--- config.mk ---
export PLATFORM = sky130hd
export DESIGN_NAME = ac_cmd_arbiter
export DESIGN_NICKNAME = d
export VERILOG_FILES = /design/src/rtl/ac_cmd_arbiter.sv
export SDC_FILE = /design/constraint.sdc
export NUM_CORES = 1
export LEC_CHECK = 0
export BUFFER_PORTS_ARGS = -buffer_cell sky130_fd_sc_hd__buf_4
export CORE_MARGIN = 4
export CORE_UTILIZATION = 30
export DETAILED_ROUTE_END_ITERATION = 8
export PLACE_DENSITY_LB_ADDON = 0.25
export SETUP_SLACK_MARGIN = 0.05
export SLEW_MARGIN = 15
export SYNTH_ARGS = -nofsm -noshare
export SYNTH_HDL_FRONTEND = slang
export SYNTH_SLANG_ARGS = --single-unit
--- constraint.sdc ---
create_clock -name clk_2 -period 7.36 [get_ports clk_2]
set_input_delay 0.736 -clock clk_2 [delete_from_list [all_inputs] [get_ports clk_2]]
set_output_delay 0.736 -clock clk_2 [all_outputs]
set_load 0.005 [all_outputs]
--- src/rtl/ac_cmd_arbiter.sv ---
// ---------------------------------------------------------------------------
// ac_cmd_arbiter
//
// Purpose:
//   Arbitrates raise/lower setpoint requests from NREQ remote controls and
//   issues one-cycle aumentar/diminuir commands to the AC unit. Winners are
//   picked round-robin. Each command is followed by HOLD_CYCLES idle cycles.
//   While the unit is dripping (pingando) commands are locked out, and the
//   cycles in which eligible requests were refused are counted (saturating).
//
// Optional feature (macro AC_ARB_MASTER_EN):
//   When defined, requester 0 is a master: it wins whenever it is eligible,
//   regardless of the round-robin pointer. The other requesters are served
//   round-robin. When undefined, all requesters are served pure round-robin.
//
// Parameters:
//   NREQ        - number of requesters
//   NBITS_TEMP  - width of the setpoint temperature
//   HOLD_CYCLES - idle cycles after each issued command (must be >= 1)
//   NBITS_BLK   - width of the blocked-request counter
//
// Ports:
//   clk_2         in   clock, rising edge
//   reset         in   synchronous, active-high reset
//   req_up        in   [NREQ] level request to raise the setpoint
//   req_dn        in   [NREQ] level request to lower the setpoint
//   pingando      in   AC dripping; commands are locked out
//   temp_desejada in   [NBITS_TEMP] current AC setpoint
//   aumentar      out  one-cycle raise command
//   diminuir      out  one-cycle lower command
//   grant         out  [NREQ] one-hot winner, valid only with a command
//   busy          out  high whenever the FSM is not in IDLE
//   blk_cnt       out  [NBITS_BLK] saturating count of refused-request cycles
// ---------------------------------------------------------------------------
module ac_cmd_arbiter #(
  parameter int NREQ        = 3,
  parameter int NBITS_TEMP  = 3,
  parameter int HOLD_CYCLES = 2,
  parameter int NBITS_BLK   = 4
) (
  input  logic                  clk_2,
  input  logic                  reset,
  input  logic [NREQ-1:0]       req_up,
  input  logic [NREQ-1:0]       req_dn,
  input  logic                  pingando,
  input  logic [NBITS_TEMP-1:0] temp_desejada,
  output logic                  aumentar,
  output logic                  diminuir,
  output logic [NREQ-1:0]       grant,
  output logic                  busy,
  output logic [NBITS_BLK-1:0]  blk_cnt
);

  localparam int PW = (NREQ > 1) ? $clog2(NREQ) : 1;
  localparam int HW = (HOLD_CYCLES > 1) ? $clog2(HOLD_CYCLES) : 1;

  typedef enum logic [1:0] {
    IDLE  = 2'd0,
    ISSUE = 2'd1,
    HOLD  = 2'd2,
    LOCK  = 2'd3
  } state_t;

  state_t          r_state;
  logic [PW-1:0]   r_rr_ptr;    // first index searched on the next arbitration
  logic [PW-1:0]   r_win;       // winner of the command currently in ISSUE
  logic [HW-1:0]   r_hold_cnt;

  logic            w_temp_max;
  logic            w_temp_min;
  logic [NREQ-1:0] w_valid;
  logic [NREQ-1:0] w_elig;
  logic            w_any_elig;
  logic [NREQ-1:0] w_rr_elig;
  logic [NREQ-1:0] w_rot;
  logic            w_rot_hit;
  logic [PW-1:0]   w_rot_off;
  logic [PW:0]     w_sum;
  logic [PW-1:0]   w_rr_idx;
  logic [PW-1:0]   w_win_idx;
  logic [NREQ-1:0] w_win_onehot;
  logic            w_win_up;
  logic            w_win_dn;
  logic            w_hold_last;

  // -------------------------------------------------------------------------
  // Eligibility: exactly one direction requested, and that direction must
  // not push the setpoint past its range.
  // -------------------------------------------------------------------------
  assign w_temp_max = (temp_desejada == {NBITS_TEMP{1'b1}});
  assign w_temp_min = (temp_desejada == {NBITS_TEMP{1'b0}});

  generate
    for (genvar gi = 0; gi < NREQ; gi++) begin : g_elig
      assign w_valid[gi] = req_up[gi] ^ req_dn[gi];
      assign w_elig[gi]  = w_valid[gi] &
                           ((req_up[gi] & ~w_temp_max) |
                            (req_dn[gi] & ~w_temp_min));
    end
  endgenerate

  assign w_any_elig = |w_elig;

  // -------------------------------------------------------------------------
  // Round-robin search. The eligible vector is rotated so that the pointer
  // position lands on bit 0; the lowest set bit of the rotated vector is the
  // offset of the winner from the pointer.
  // -------------------------------------------------------------------------
`ifdef AC_ARB_MASTER_EN
  // Requester 0 is handled by a fixed-priority override, so the rotating
  // search only ever considers the others.
  assign w_rr_elig = w_elig & ~NREQ'(1);
`else
  assign w_rr_elig = w_elig;
`endif

  assign w_rot = NREQ'({w_rr_elig, w_rr_elig} >> r_rr_ptr);

  always_comb begin
    w_rot_hit = 1'b0;
    w_rot_off = '0;
    // Descending scan so the lowest set bit is the last one assigned.
    for (int k = NREQ - 1; k >= 0; k--) begin
      if (w_rot[k]) begin
        w_rot_hit = 1'b1;
        w_rot_off = PW'(k);
      end
    end
  end

  // Undo the rotation: (pointer + offset) mod NREQ.
  assign w_sum    = {1'b0, r_rr_ptr} + {1'b0, w_rot_off};
  assign w_rr_idx = (w_sum >= (PW+1)'(NREQ)) ? PW'(w_sum - (PW+1)'(NREQ))
                                              : PW'(w_sum);

`ifdef AC_ARB_MASTER_EN
  assign w_win_idx = w_elig[0] ? '0 : w_rr_idx;
`else
  assign w_win_idx = w_rr_idx;
`endif

  generate
    for (genvar gi = 0; gi < NREQ; gi++) begin : g_onehot
      // Qualified with a hit so a stale index never produces a grant bit.
      assign w_win_onehot[gi] = (w_win_idx == PW'(gi)) &
                                (w_rot_hit | w_elig[0]);
    end
  endgenerate

  // Direction of the winner, taken from the request as seen in IDLE.
  assign w_win_up = |(req_up & w_win_onehot);
  assign w_win_dn = |(req_dn & w_win_onehot);

  assign w_hold_last = (r_hold_cnt == HW'(HOLD_CYCLES - 1));

  // -------------------------------------------------------------------------
  // FSM with registered outputs. Command outputs default to zero every
  // cycle and are only set on the IDLE->ISSUE edge, so they are high for
  // exactly the single ISSUE cycle.
  // -------------------------------------------------------------------------
  always_ff @(posedge clk_2) begin
    if (reset) begin
      r_state    <= IDLE;
      r_rr_ptr   <= '0;
      r_win      <= '0;
      r_hold_cnt <= '0;
      aumentar   <= 1'b0;
      diminuir   <= 1'b0;
      grant      <= '0;
      busy       <= 1'b0;
      blk_cnt    <= '0;
    end else begin
      aumentar <= 1'b0;
      diminuir <= 1'b0;
      grant    <= '0;

      case (r_state)
        IDLE: begin
          if (pingando) begin
            r_state <= LOCK;
            busy    <= 1'b1;
          end else if (w_any_elig) begin
            r_state  <= ISSUE;
            busy     <= 1'b1;
            r_win    <= w_win_idx;
            grant    <= w_win_onehot;
            aumentar <= w_win_up;
            diminuir <= w_win_dn;
          end
        end

        ISSUE: begin
          // Pointer moves only here, to the requester after the winner.
          r_rr_ptr   <= (r_win == PW'(NREQ - 1)) ? '0 : r_win + 1'b1;
          r_hold_cnt <= '0;
          r_state    <= HOLD;
        end

        HOLD: begin
          if (w_hold_last) begin
            r_hold_cnt <= '0;
            if (pingando) begin
              r_state <= LOCK;
            end else begin
              r_state <= IDLE;
              busy    <= 1'b0;
            end
          end else begin
            r_hold_cnt <= r_hold_cnt + 1'b1;
          end
        end

        LOCK: begin
          // Every LOCK cycle with a refused eligible request is counted,
          // including the cycle in which pingando drops.
          if (w_any_elig && (blk_cnt != {NBITS_BLK{1'b1}})) begin
            blk_cnt <= blk_cnt + 1'b1;
          end
          if (!pingando) begin
            r_state <= IDLE;
            busy    <= 1'b0;
          end
        end

        default: begin
          r_state <= IDLE;
          busy    <= 1'b0;
        end
      endcase
    end
  end

endmodule

After elaboration in Yosys (flattened, before gate mapping)
Cells that the tools add are included.
{"block": "word_totals", "register_bits": 17, "inputBits": 12, "output_inout_bits": 10, "elab_cells": 88}
{"block": "classes", "add_sub_neg": 5, "magnitude_cmp": 1, "n_eq_ne": 11, "n_shift": 1, "muxes": 21, "n_bitwise": 26, "reduce_logical": 14}
{"cell": "$mux 2", "n": 10}
{"cell": "$and 1x1->1", "n": 12}
{"cell": "$reduce_and 3->1", "n": 3}
{"cell": "$reduce_or 3->1", "n": 3}
{"cell": "$eq 2x2->1 const B", "n": 4}
{"cell": "$mux 1", "n": 8}
{"cell": "$pmux 2 s4", "n": 1}
{"cell": "$and 3x3->3", "n": 2}
{"cell": "$shr 6x2->3", "n": 1}
{"cell": "$not 1->1", "n": 5}
{"cell": "$add 4x1->4 const B", "n": 1}
{"cell": "$eq 2x1->1 const B", "n": 2}
{"cell": "$logic_not 2->1", "n": 2}
{"cell": "$ne 2x2->1 const B", "n": 2}
{"cell": "$ne 4x4->1 const B", "n": 1}
{"cell": "$or 1x1->1", "n": 4}
{"cell": "$reduce_or 4->1", "n": 1}
{"cell": "$add 2x2->3", "n": 1}
{"cell": "$eq 3x3->1 const B", "n": 1}
{"cell": "$ge 3x2->1 const B", "n": 1}
{"cell": "$logic_not 3->1", "n": 1}
{"cell": "$ne 3x3->1 const B", "n": 1}
{"cell": "$pmux 1 s3", "n": 1}
{"cell": "$reduce_bool 3->1", "n": 1}
{"cell": "other kinds (8)", "n": 10}

Logic depth before layout (Yosys ltp)
Gate-level depths: netlist (run 1).
{"block": "depth", "depth_word": 16, "depth_mapped": 17, "depth_no_buf": 15}

Worst setup path before layout (run 1)
No wires, ideal clock.
{"block": "synth_timing", "path_kind": "input -> register", "startpoint": "in temp_desejada[2]", "endpoint": "reg aumentar", "setup_time_ns": 0.070, "arrival_time_ns": 3.609, "required_time_ns": 7.290, "setup_slack_ns": 3.681, "stages": 17, "n_path_buf": 2, "path_cell_list": "and3_1 buf_6 o22a_1 buf_6 nor3_1 a311oi_1 a31oi_1 ha_1 inv_1 fa_1 inv_1 ha_1 nor2b_1 nand2_1 o21a_1 or4_4 o2bb2ai_1"}
{"block": "synth_via", "elab_chain_cells": 16, "word_cells_on_any_way": 39, "cone_classes": "add/sub: 2; order compare: 1; eq/ne: 3; shift: 1; mux: 7; bitwise: 20; reduce/logical: 5"}
{"element": "start, declared", "line": "46", "source": "input logic [NBITS_TEMP-1:0] temp_desejada,"}
{"element": "$eq 3x3->1 / $logic_not 3->1 (equally long branches)", "line": "90, 91"}
{"element": "$not 1->1, on equally long branches", "line": "97, 98"}
{"element": "$and 1x1->1, on equally long branches", "line": "97, 98"}
{"element": "$or 1x1->1", "line": "97", "source": "((req_up[gi] & ~w_temp_max) |"}
{"element": "$and 1x1->1", "line": "96", "source": "assign w_elig[gi] = w_valid[gi] &"}
{"element": "$shr 6x2->3", "line": "117", "source": "assign w_rot = NREQ'({w_rr_elig, w_rr_elig} >> r_rr_ptr);"}
{"element": "$mux 2 (3 in a row)", "line": "124", "source": "if (w_rot[k]) begin"}
{"element": "$add 2x2->3", "line": "132", "source": "assign w_sum = {1'b0, r_rr_ptr} + {1'b0, w_rot_off};"}
{"element": "$ge 3x2->1 / $sub 2x2->2 (equally long branches)", "line": "133", "source": "assign w_rr_idx = (w_sum >= (PW+1)'(NREQ)) ? PW'(w_sum - (PW+1)'(NREQ))"}
{"element": "$mux 2", "line": "133"}
{"element": "$eq 2x1->1, or another cell as far along", "line": "145", "source": "assign w_win_onehot[gi] = (w_win_idx == PW'(gi)) &"}
{"element": "$and 1x1->1", "line": "145"}
{"element": "$and 3x3->3", "line": "151", "source": "assign w_win_up = |(req_up & w_win_onehot);"}
{"element": "$reduce_or 3->1", "line": "151"}
{"element": "end signal, assigned", "line": "187", "source": "aumentar <= w_win_up;"}
{"element": "end, declared", "line": "47", "source": "output logic aumentar,"}
Parallel ways exist; a longest one is shown, timed or not.
A chain may end at the register's enable or synchronous reset.

Worst setup path after layout (run 1)
{"block": "layout_timing", "startpoint": "in temp_desejada[1]", "endpoint": "reg aumentar"}
The elaborated chain is that of the path after synthesis.

==> impl_metrics.env, run 1 <==
export IMPL_syn_num_nets=145
export IMPL_grt_pass1_wl_mm=3.91
export IMPL_ys_ff_latch=17
export IMPL_die_area_sq_um=4700
export IMPL_reg2reg_depth=14
export IMPL_synth_cells=125
export IMPL_layout_common_cells="buf_4 (21), dfxtp_1 (17), a21oi_1 (10)"
export IMPL_slowest_stage="fa_1"
export IMPL_required_ps=7540
export IMPL_worst_setup_path_start_kind="primary input"
export IMPL_avgSynthCellArea_sq_um=8.81
export IMPL_seq_area_frac_synth_pct=30.9
export IMPL_status="complete, no violations"
export IMPL_fmax_ghz=0.260
export IMPL_nets=168
export IMPL_grt_use_met2_pct=19.5
export IMPL_dp_hpwl_mm=1.93
export IMPL_drtPass1Iterations=4
export IMPL_worst_path_stages=15
export IMPL_drtIter0Drc=56
export IMPL_endpoint_kind="flip-flop"
export IMPL_max_cap_violations=0
export IMPL_postCtsHoldBufs=0
export IMPL_ctsRootBufferMaster="clkbuf_8"
export IMPL_synth_top_cells_by_area="dfxtp_1 (31%), ha_1 (8.0%), nand2b_1 (5.1%)"
export IMPL_wire_per_inst_microns=12.7
export IMPL_overflow=0
export IMPL_synth_warnings=0
export IMPL_numCtsBuffers=3
export IMPL_r2r_start="r_rr_ptr[1]$_SDFFE_PP0N_"
export IMPL_worstSetupStartpoint="temp_desejada[1]"
export IMPL_h_tree_depth=1
export IMPL_routed_via_count=1033
export IMPL_die_h_microns=68.6
export IMPL_holdWs_ps=473
export IMPL_area_growth_pct=21.2
export IMPL_p_leak_nw=0.519
export IMPL_antenna_found_initial=0
export IMPL_r2r_end="aumentar$_SDFF_PP0_"
export IMPL_ir_worst_vdd_mv=0.0701
export IMPL_cts_sinks=17
export IMPL_path_cells="buf_4 -> nor3_2 -> o22a_1 -> a311oi_1 -> a31oi_1 -> ha_1 -> inv_1 -> fa_1 -> inv_1 -> ha_1 -> nor2b_1 -> nand2_1 -> o21a_1 -> or4_4 -> o2bb2ai_1"
export IMPL_crit_buf_inv=3
export IMPL_final_max_slew_viol_count=0
export IMPL_powerDensity_nw_per_um2=295
export IMPL_yosysUniqueCellTypes=41
export IMPL_num_rows=21
export IMPL_setup_tns_ps=0
export IMPL_port_buffers=21
export IMPL_tightest_slew_ps=515
export IMPL_rsz0062_at_grt="false"
export IMPL_synth_top_area_share_pct=30.9
export IMPL_synth_top_area_cell="dfxtp_1"
export IMPL_grt_max_degree=15
export IMPL_crit_path_end="aumentar$_SDFF_PP0_"
export IMPL_regToRegSetupSlack_ps=4310
export IMPL_use_met3_pct=1.46
export IMPL_cts_setup_buffers=0
export IMPL_report_power_total_mw=0.394
export IMPL_drive_above_1_share_pct=21.1
export IMPL_insertedDiodeCount=0
export IMPL_slew_headroom_pct=65.5
export IMPL_worstSetupPathType="primary input to flip-flop"
export IMPL_hold_viol=0
export IMPL_top_usage_layer="met2"
export IMPL_cp_arrival_ps=4030
export IMPL_grt_util_met1_pct=13.2
export IMPL_cts_tree="yes"
export IMPL_layout_min_cycle_time_ps=3850
export IMPL_globalRouteTotalUtil_pct=10.8
export IMPL_via_per_inst=5.35
export IMPL_setup_violations=0
export IMPL_final_common_cell="buf_4"
export IMPL_cts_resized=0
export IMPL_ctsLongestPathBuffers=2
export IMPL_synth_area_sq_um=1100
export IMPL_io_pins=22
export IMPL_holdPathStages=2
export IMPL_fp_dieW_microns=68.6
export IMPL_finalCritPeriodShare_pct=52.3
export IMPL_drc=0
export IMPL_path_clk_slew_ps=70
export IMPL_wirelength_mm=2.45
export IMPL_critical_path_top_delay_family="simple AND/OR/NAND/NOR gates"
export IMPL_core_area_sq_um=3440
export IMPL_grt_pass1_vias=903
export IMPL_start_util_pct=32.0
export IMPL_skew_ps=3.73
export IMPL_gp_congestion=0.793
export IMPL_antenna_left=0
export IMPL_clkLatencyLatePin_ps=250
export IMPL_crit_fanout=9
export IMPL_slowest_delay_ps=530
export IMPL_hp_class="flip-flop to flip-flop"
metrics by stage:
stage               setup WS, ps  instance area (sq um)  util [%]  cells
finish                      3510                   1340      38.8    193
global route                3190                   1340      38.8    193
CTS                         3500                   1340      38.8    193
detailed placement          3240                   1290      37.5    189
global placement            3420                   1290      37.5    189
floorplan                   3680                   1100         -    125
layout make-up:
type	count	area, sq um
tap	46	57.6
timing repair buffer	21	158
multi-input combinational	100	716
inverter	5	18.8
clock buffer	4	45.0
fill	359	2110
sequential	17	340
cells in the mapped netlist:
cell and n:
nand2_1 8, o21ai_1 1, and2_1 1, nor3_2 1
a221oi_1 1, or4_4 1, nand4_1 1, o22ai_2 2
nand3b_1 1, a211oi_1 2, or4_1 1, mux2i_1 3
and3_1 1, o221ai_1 1, xnor2_1 1, dfxtp_1 17
clkbuf_1 1, a311oi_1 1, a31oi_1 5, nor3_4 1
inv_1 5, nor3_1 3, or3_1 1, nor2_1 6
o211ai_1 2, a41o_1 1, o21ai_0 4, nor4_1 1
ha_1 7, o22a_1 3, a21oi_1 10, nand2b_1 9
nor2b_1 5, o31ai_1 2, fa_1 1, nand3_1 7
buf_6 2, o2bb2ai_1 2, mux2_2 1, o22ai_4 1
o21a_1 1
worst register-to-register path, stage by stage (launching register included):
cell,delay (ps)
dfxtp_1,380
inv_1,140
nor3_1,200
a311oi_1,70
a31oi_1,150
ha_1,160
inv_1,40
fa_1,530
inv_1,70
ha_1,180
nor2b_1,260
nand2_1,120
o21a_1,130
or4_4,440
o2bb2ai_1,130
per-layer routing:
metal | share of wire (%) | vias up
li1 | - | 515
met1 | 43 | 488
met2 | 50 | 26
met3 | 5.5 | 4
met4 | 1.6 | 0
met5 | 0 | -
worst min path at each step:
stage                           start           endpoint  slack (ps)
detailed placement  busy$_SDFFE_PP0P_  busy$_SDFFE_PP0P_         470
CTS                 busy$_SDFFE_PP0P_  busy$_SDFFE_PP0P_         480
finish              busy$_SDFFE_PP0P_  busy$_SDFFE_PP0P_         470
global route        busy$_SDFFE_PP0P_  busy$_SDFFE_PP0P_         500
global placement    busy$_SDFFE_PP0P_  busy$_SDFFE_PP0P_         450
floorplan           busy$_SDFFE_PP0P_  busy$_SDFFE_PP0P_         460
report_power, final:
| part | total, mW | switching, mW | internal, mW |
|---|---|---|---|
| clock | 0.0688 | 0.0305 | 0.0383 |
| combinational | 0.196 | 0.105 | 0.0905 |
| sequential | 0.129 | 0.0166 | 0.112 |
logic make-up after synthesis:
kind of cell / after synthesis / synth area share [%]
muxes: 4 / 3.75
buffers and inverters: 8 / 4.09
adders and majority gates: 8 / 9.77
and+or+nand+nor: 48 / 24.9
DFF: 17 / 30.9
AOI/OAI and AO/OA: 39 / 25.8
xor gates and xnor gates: 1 / 0.796
flip-flops by register name, indices dropped and copies added (netlist names):
register,flops
grant,3
r_hold_cnt,1
r_rr_ptr,2
aumentar,1
diminuir,1
blk_cnt,4
busy,1
r_state,2
r_win,2
Note: power is estimated with default switching activity, not from simulation.
==> run 2: changes to the inputs <==
==> constraint.sdc (replaced) <==
create_clock -name clk_2 -period 4 [get_ports clk_2]
set_input_delay 0.4 -clock clk_2 [delete_from_list [all_inputs] [get_ports clk_2]]
set_output_delay 0.4 -clock clk_2 [all_outputs]
set_load 0.005 [all_outputs]
==> run 2 against run 1 <==
Net effect:
- final cell count stayed put
- sequential cell count stayed put
- largest power group unchanged
- worst setup slack worse by 3000 ps
- worst hold slack worse by 110 ps
- critical path depth stayed put
- non-clock buffer count stayed put
- global-route usage is 0.57 points higher
- power is 85% higher
- critical path type unchanged
- combinational power is 83% higher
- clock power is 87% higher
- count of clock-buffer cells in the layout stayed put
- register-to-register slack worse by 3400 ps
==> impl_metrics.env, run 2 (same netlist as run 1, synthesis figures left out) <==
export IMPL_gp_congestion=0.793
export IMPL_routed_via_count=1008
export IMPL_io_pins=22
export IMPL_max_cap_violations=0
export IMPL_setup_violations=0
export IMPL_fmax_ghz=0.285
export IMPL_final_max_slew_viol_count=0
export IMPL_crit_path_end="diminuir$_SDFF_PP0_"
export IMPL_fp_dieW_microns=68.6
export IMPL_critical_path_top_delay_family="simple AND/OR/NAND/NOR gates"
export IMPL_postCtsHoldBufs=0
export IMPL_regArea_sq_um=340
export IMPL_largest_register_ffs=4
export IMPL_ir_worst_vdd_mv=0.172
export IMPL_top_register="blk_cnt"
export IMPL_clkLatencyLatePin_ps=250
export IMPL_worst_setup_path_start_kind="primary input"
export IMPL_num_rows=21
export IMPL_grt_max_degree=15
export IMPL_nets=168
export IMPL_cts_tree="yes"
export IMPL_hp_start="req_dn[2]"
export IMPL_via_per_inst=5.22
export IMPL_core_area_sq_um=3440
export IMPL_drtPass1Iterations=4
export IMPL_drc=0
export IMPL_antenna_found_initial=0
export IMPL_dp_cells=189
export IMPL_slowest_delay_ps=530
export IMPL_endpoint_kind="flip-flop"
export IMPL_worstSetupStartpoint="temp_desejada[1]"
export IMPL_layout_common_cells="buf_4 (21), dfxtp_1 (17), a21oi_1 (10)"
export IMPL_cts_resized=0
export IMPL_cts_setup_buffers=0
export IMPL_worstSetupPathType="primary input to flip-flop"
export IMPL_numCtsBuffers=3
export IMPL_final_common_cell="buf_4"
export IMPL_path_clk_slew_ps=60
export IMPL_area_growth_pct=21.2
export IMPL_hp_class="primary input to flip-flop"
export IMPL_antenna_left=0
export IMPL_fillers=361
export IMPL_multi_input_area_sq_um=716
export IMPL_rsz0062_at_grt="false"
export IMPL_hold_viol=0
export IMPL_finalCritPeriodShare_pct=87.6
export IMPL_powerDensity_nw_per_um2=544
export IMPL_drive_above_1_share_pct=21.1
export IMPL_wire_per_inst_microns=12.7
export IMPL_ctsLongestPathBuffers=2
export IMPL_tightest_slew_ps=511
export IMPL_cp_arrival_ps=3700
export IMPL_regToRegSetupSlack_ps=940
export IMPL_top_regs="blk_cnt (4), grant (3)"
export IMPL_globalRouteTotalUtil_pct=11.3
export IMPL_start_util_pct=32.0
export IMPL_crit_buf_inv=3
export IMPL_dp_hpwl_mm=1.93
export IMPL_overflow=0
export IMPL_crit_fanout=9
export IMPL_slew_headroom_pct=65.7
export IMPL_die_h_microns=68.6
export IMPL_port_buffers=21
export IMPL_path_cells="buf_4 -> nor3_2 -> o22a_1 -> a311oi_1 -> a31oi_1 -> ha_1 -> inv_1 -> fa_1 -> inv_1 -> ha_1 -> nor2b_1 -> nand2_1 -> o21a_1 -> or4_4 -> o2bb2ai_1"
export IMPL_final_cells=193
export IMPL_r2r_start="r_rr_ptr[1]$_SDFFE_PP0N_"
export IMPL_layout_min_cycle_time_ps=3510
export IMPL_p_leak_nw=0.519
export IMPL_skew_ps=0.660
export IMPL_slowest_stage="fa_1"
export IMPL_setup_tns_ps=0
export IMPL_die_area_sq_um=4700
export IMPL_drtIter0Drc=29
export IMPL_insertedDiodeCount=0
export IMPL_status="complete, no violations"
export IMPL_wirelength_mm=2.45
export IMPL_cts_sinks=17
export IMPL_worst_path_stages=15
export IMPL_reg2reg_depth=14
export IMPL_required_ps=4190
export IMPL_r2r_end="diminuir$_SDFF_PP0_"
export IMPL_grt_pass1_vias=910
export IMPL_h_tree_depth=1
export IMPL_ctsRootBufferMaster="clkbuf_8"
export IMPL_grt_pass1_wl_mm=4.02
-- run 2: cell counts in the layout (fill, tap and decap cells not counted) --
Identical to the previous run, type by type.
-- run 2: through the flow --
| step | setup WS (ps) | utilization [%] | cell area [sq um] | hold WS [ps] | power, mW |
|---|---|---|---|---|---|
| 3_5_place_dp | 218 | 37.5 | 1290 | 468 | 0.599 |
| 3_3_place_gp | 398 | 37.5 | 1290 | 454 | 0.585 |
| 5_1_grt | 228 | 38.8 | 1340 | 372 | 0.790 |
| 4_1_cts | 491 | 38.8 | 1340 | 361 | 0.731 |
| 2_1_floorplan | 657 | - | 1100 | 460 | 0.503 |
| 6_report | 494 | 38.8 | 1340 | 360 | 0.727 |
-- run 2: final cells by class --
cell class                      count  area share [%]
Multi-Input combinational cell    100            53.6
Sequential cell                    17            25.5
Timing Repair Buffer               21            11.8
Tap cell                           46            4.31
Clock buffer                        4            3.37
Inverter                            5            1.41
-- run 2: worst min path at each step --
stage	cells past startpoint	slack, ps	to
6_report	2	360	diminuir$_SDFF_PP0_
5_1_grt	2	370	aumentar$_SDFF_PP0_
4_1_cts	2	360	diminuir$_SDFF_PP0_
3_5_place_dp	2	470	busy$_SDFFE_PP0P_
3_3_place_gp	2	450	busy$_SDFFE_PP0P_
2_1_floorplan	2	460	busy$_SDFFE_PP0P_
-- run 2: power breakdown --
group,switching (mW),internal [mW]
sequential,0.0308,0.207
clock,0.0585,0.0708
combinational,0.193,0.166
-- run 2: layer usage --
metal  track usage [%]  vias to the layer above  share of wire [%]
li1                  -                      513                  -
met1              13.5                      470                 44
met2              20.0                       21                 50
met3              1.94                        4                5.0
met4              4.47                        0                1.5
met5                 0                        -                  0
==> run 3: changes to the inputs <==
--- a/config.mk
+++ b/config.mk
@@ -6,6 +6,8 @@
 export NUM_CORES = 1
 export LEC_CHECK = 0
 export BUFFER_PORTS_ARGS = -buffer_cell sky130_fd_sc_hd__buf_4
+export CELL_PAD_IN_SITES_DETAIL_PLACEMENT = 0
+export CELL_PAD_IN_SITES_GLOBAL_PLACEMENT = 1
 export CORE_MARGIN = 4
 export CORE_UTILIZATION = 30
 export DETAILED_ROUTE_END_ITERATION = 8
==> run 3 against run 2 <==
Net effect:
- core utilization unchanged
- combinational power barely moved
- non-clock buffer count stayed put
- largest cell class unchanged
- largest power group unchanged
==> impl_metrics.env, run 3 (same netlist as run 1, synthesis figures left out) <==
export IMPL_cts_setup_buffers=0
export IMPL_numCtsBuffers=3
export IMPL_wire_per_inst_microns=13.1
export IMPL_drc=0
export IMPL_cts_sinks=17
export IMPL_worst_setup_path_start_kind="primary input"
export IMPL_drtIter0Drc=25
export IMPL_die_h_microns=68.6
export IMPL_fmax_ghz=0.281
export IMPL_start_util_pct=32.0
export IMPL_status="complete, no violations"
export IMPL_path_clk_slew_ps=60
export IMPL_final_common_cell="buf_4"
export IMPL_nets=168
export IMPL_hp_class="primary input to flip-flop"
export IMPL_overflow=0
export IMPL_postCtsHoldBufs=0
export IMPL_io_pins=22
export IMPL_endpoint_kind="flip-flop"
export IMPL_cp_arrival_ps=3740
export IMPL_wirelength_mm=2.52
export IMPL_setup_tns_ps=0
export IMPL_globalRouteTotalUtil_pct=11.8
export IMPL_hold_viol=0
export IMPL_insertedDiodeCount=0
export IMPL_max_cap_violations=0
export IMPL_powerDensity_nw_per_um2=539
export IMPL_tightest_slew_ps=533
export IMPL_grt_pass1_wl_mm=4.20
export IMPL_rsz0062_at_grt="false"
export IMPL_antenna_left=0
export IMPL_antenna_found_initial=0
export IMPL_dpl_cell_area_sq_um=1290
export IMPL_place_worst_setup_slack_ps=218
export IMPL_grt_pass1_vias=994
export IMPL_via_per_inst=5.00
export IMPL_area_growth_pct=21.2
export IMPL_required_ps=4180
export IMPL_p_leak_nw=0.519
export IMPL_clkLatencyLatePin_ps=250
export IMPL_layout_common_cells="buf_4 (21), dfxtp_1 (17), a21oi_1 (10)"
export IMPL_drtPass1Iterations=4
export IMPL_fin_area_sq_um=1340
export IMPL_final_max_slew_viol_count=0
export IMPL_drive_above_1_share_pct=21.1
export IMPL_port_buffers=21
export IMPL_core_area_sq_um=3440
export IMPL_largest_register_ffs=4
export IMPL_grt_max_degree=15
export IMPL_ir_worst_vdd_mv=0.196
export IMPL_layout_min_cycle_time_ps=3560
export IMPL_dp_hpwl_mm=1.98
export IMPL_routed_via_count=965
export IMPL_num_rows=21
export IMPL_ctsLongestPathBuffers=2
export IMPL_top_regs="blk_cnt (4), grant (3)"
export IMPL_gp_congestion=0.751
export IMPL_dp_cells=189
export IMPL_h_tree_depth=1
export IMPL_skew_ps=1.48
export IMPL_slew_headroom_pct=64.3
export IMPL_cts_resized=0
export IMPL_setup_violations=0
export IMPL_final_cells=193
export IMPL_cts_tree="yes"
export IMPL_holdWs_ps=368
export IMPL_fp_dieW_microns=68.6
export IMPL_top_register="blk_cnt"
export IMPL_finalCritPeriodShare_pct=89.0
export IMPL_die_area_sq_um=4700
export IMPL_ctsRootBufferMaster="clkbuf_8"
export IMPL_layout_setup_ws_ps=438
export IMPL_worstSetupPathType="primary input to flip-flop"
export IMPL_crit_fanout=9
run 3: worst paths after layout:
kind	cells after the start	from	slack [ps]	endpoint
min reg2reg	2	busy$_SDFFE_PP0P_	470	busy$_SDFFE_PP0P_
min	2	req_dn[2]	370	diminuir$_SDFF_PP0_
max	15	temp_desejada[1]	440	aumentar$_SDFF_PP0_
max reg2reg	14	r_rr_ptr[1]$_SDFFE_PP0N_	910	aumentar$_SDFF_PP0_
run 3: power breakdown:
group	total, mW	switching [mW]	internal (mW)	leakage (nW)
combinational	0.357	0.190	0.167	0.357
clock	0.125	0.0543	0.0706	0.0228
sequential	0.238	0.0306	0.207	0.139
run 3: routing by layer:
metal	wire length [microns]	global-route usage, %
met1	1190	13.3
met2	1180	21.2
met3	125	3.89
met4	23	2.98
met5	0	0
run 3: worst max-delay path, stage by stage:
cell and delay [ps]:
buf_4 110, nor3_2 470, o22a_1 390, a311oi_1 140
a31oi_1 170, ha_1 170, inv_1 50, fa_1 520
inv_1 50, ha_1 170, nor2b_1 270, nand2_1 120
o21a_1 130, or4_4 440, o2bb2ai_1 130
run 3: final cells by class:
type	instances	area, sq um
tap	46	57.6
multi-input combinational	100	716
fill	379	2110
sequential	17	340
clock buffer	4	45.0
timing repair buffer	21	158
inverter	5	18.8
run 3: per-stage QoR:
stage	total power, mW	util [%]
floorplan	0.503	-
global placement	0.591	37.5
detailed placement	0.600	37.5
CTS	0.730	38.8
global route	0.790	38.8
finish	0.719	38.8
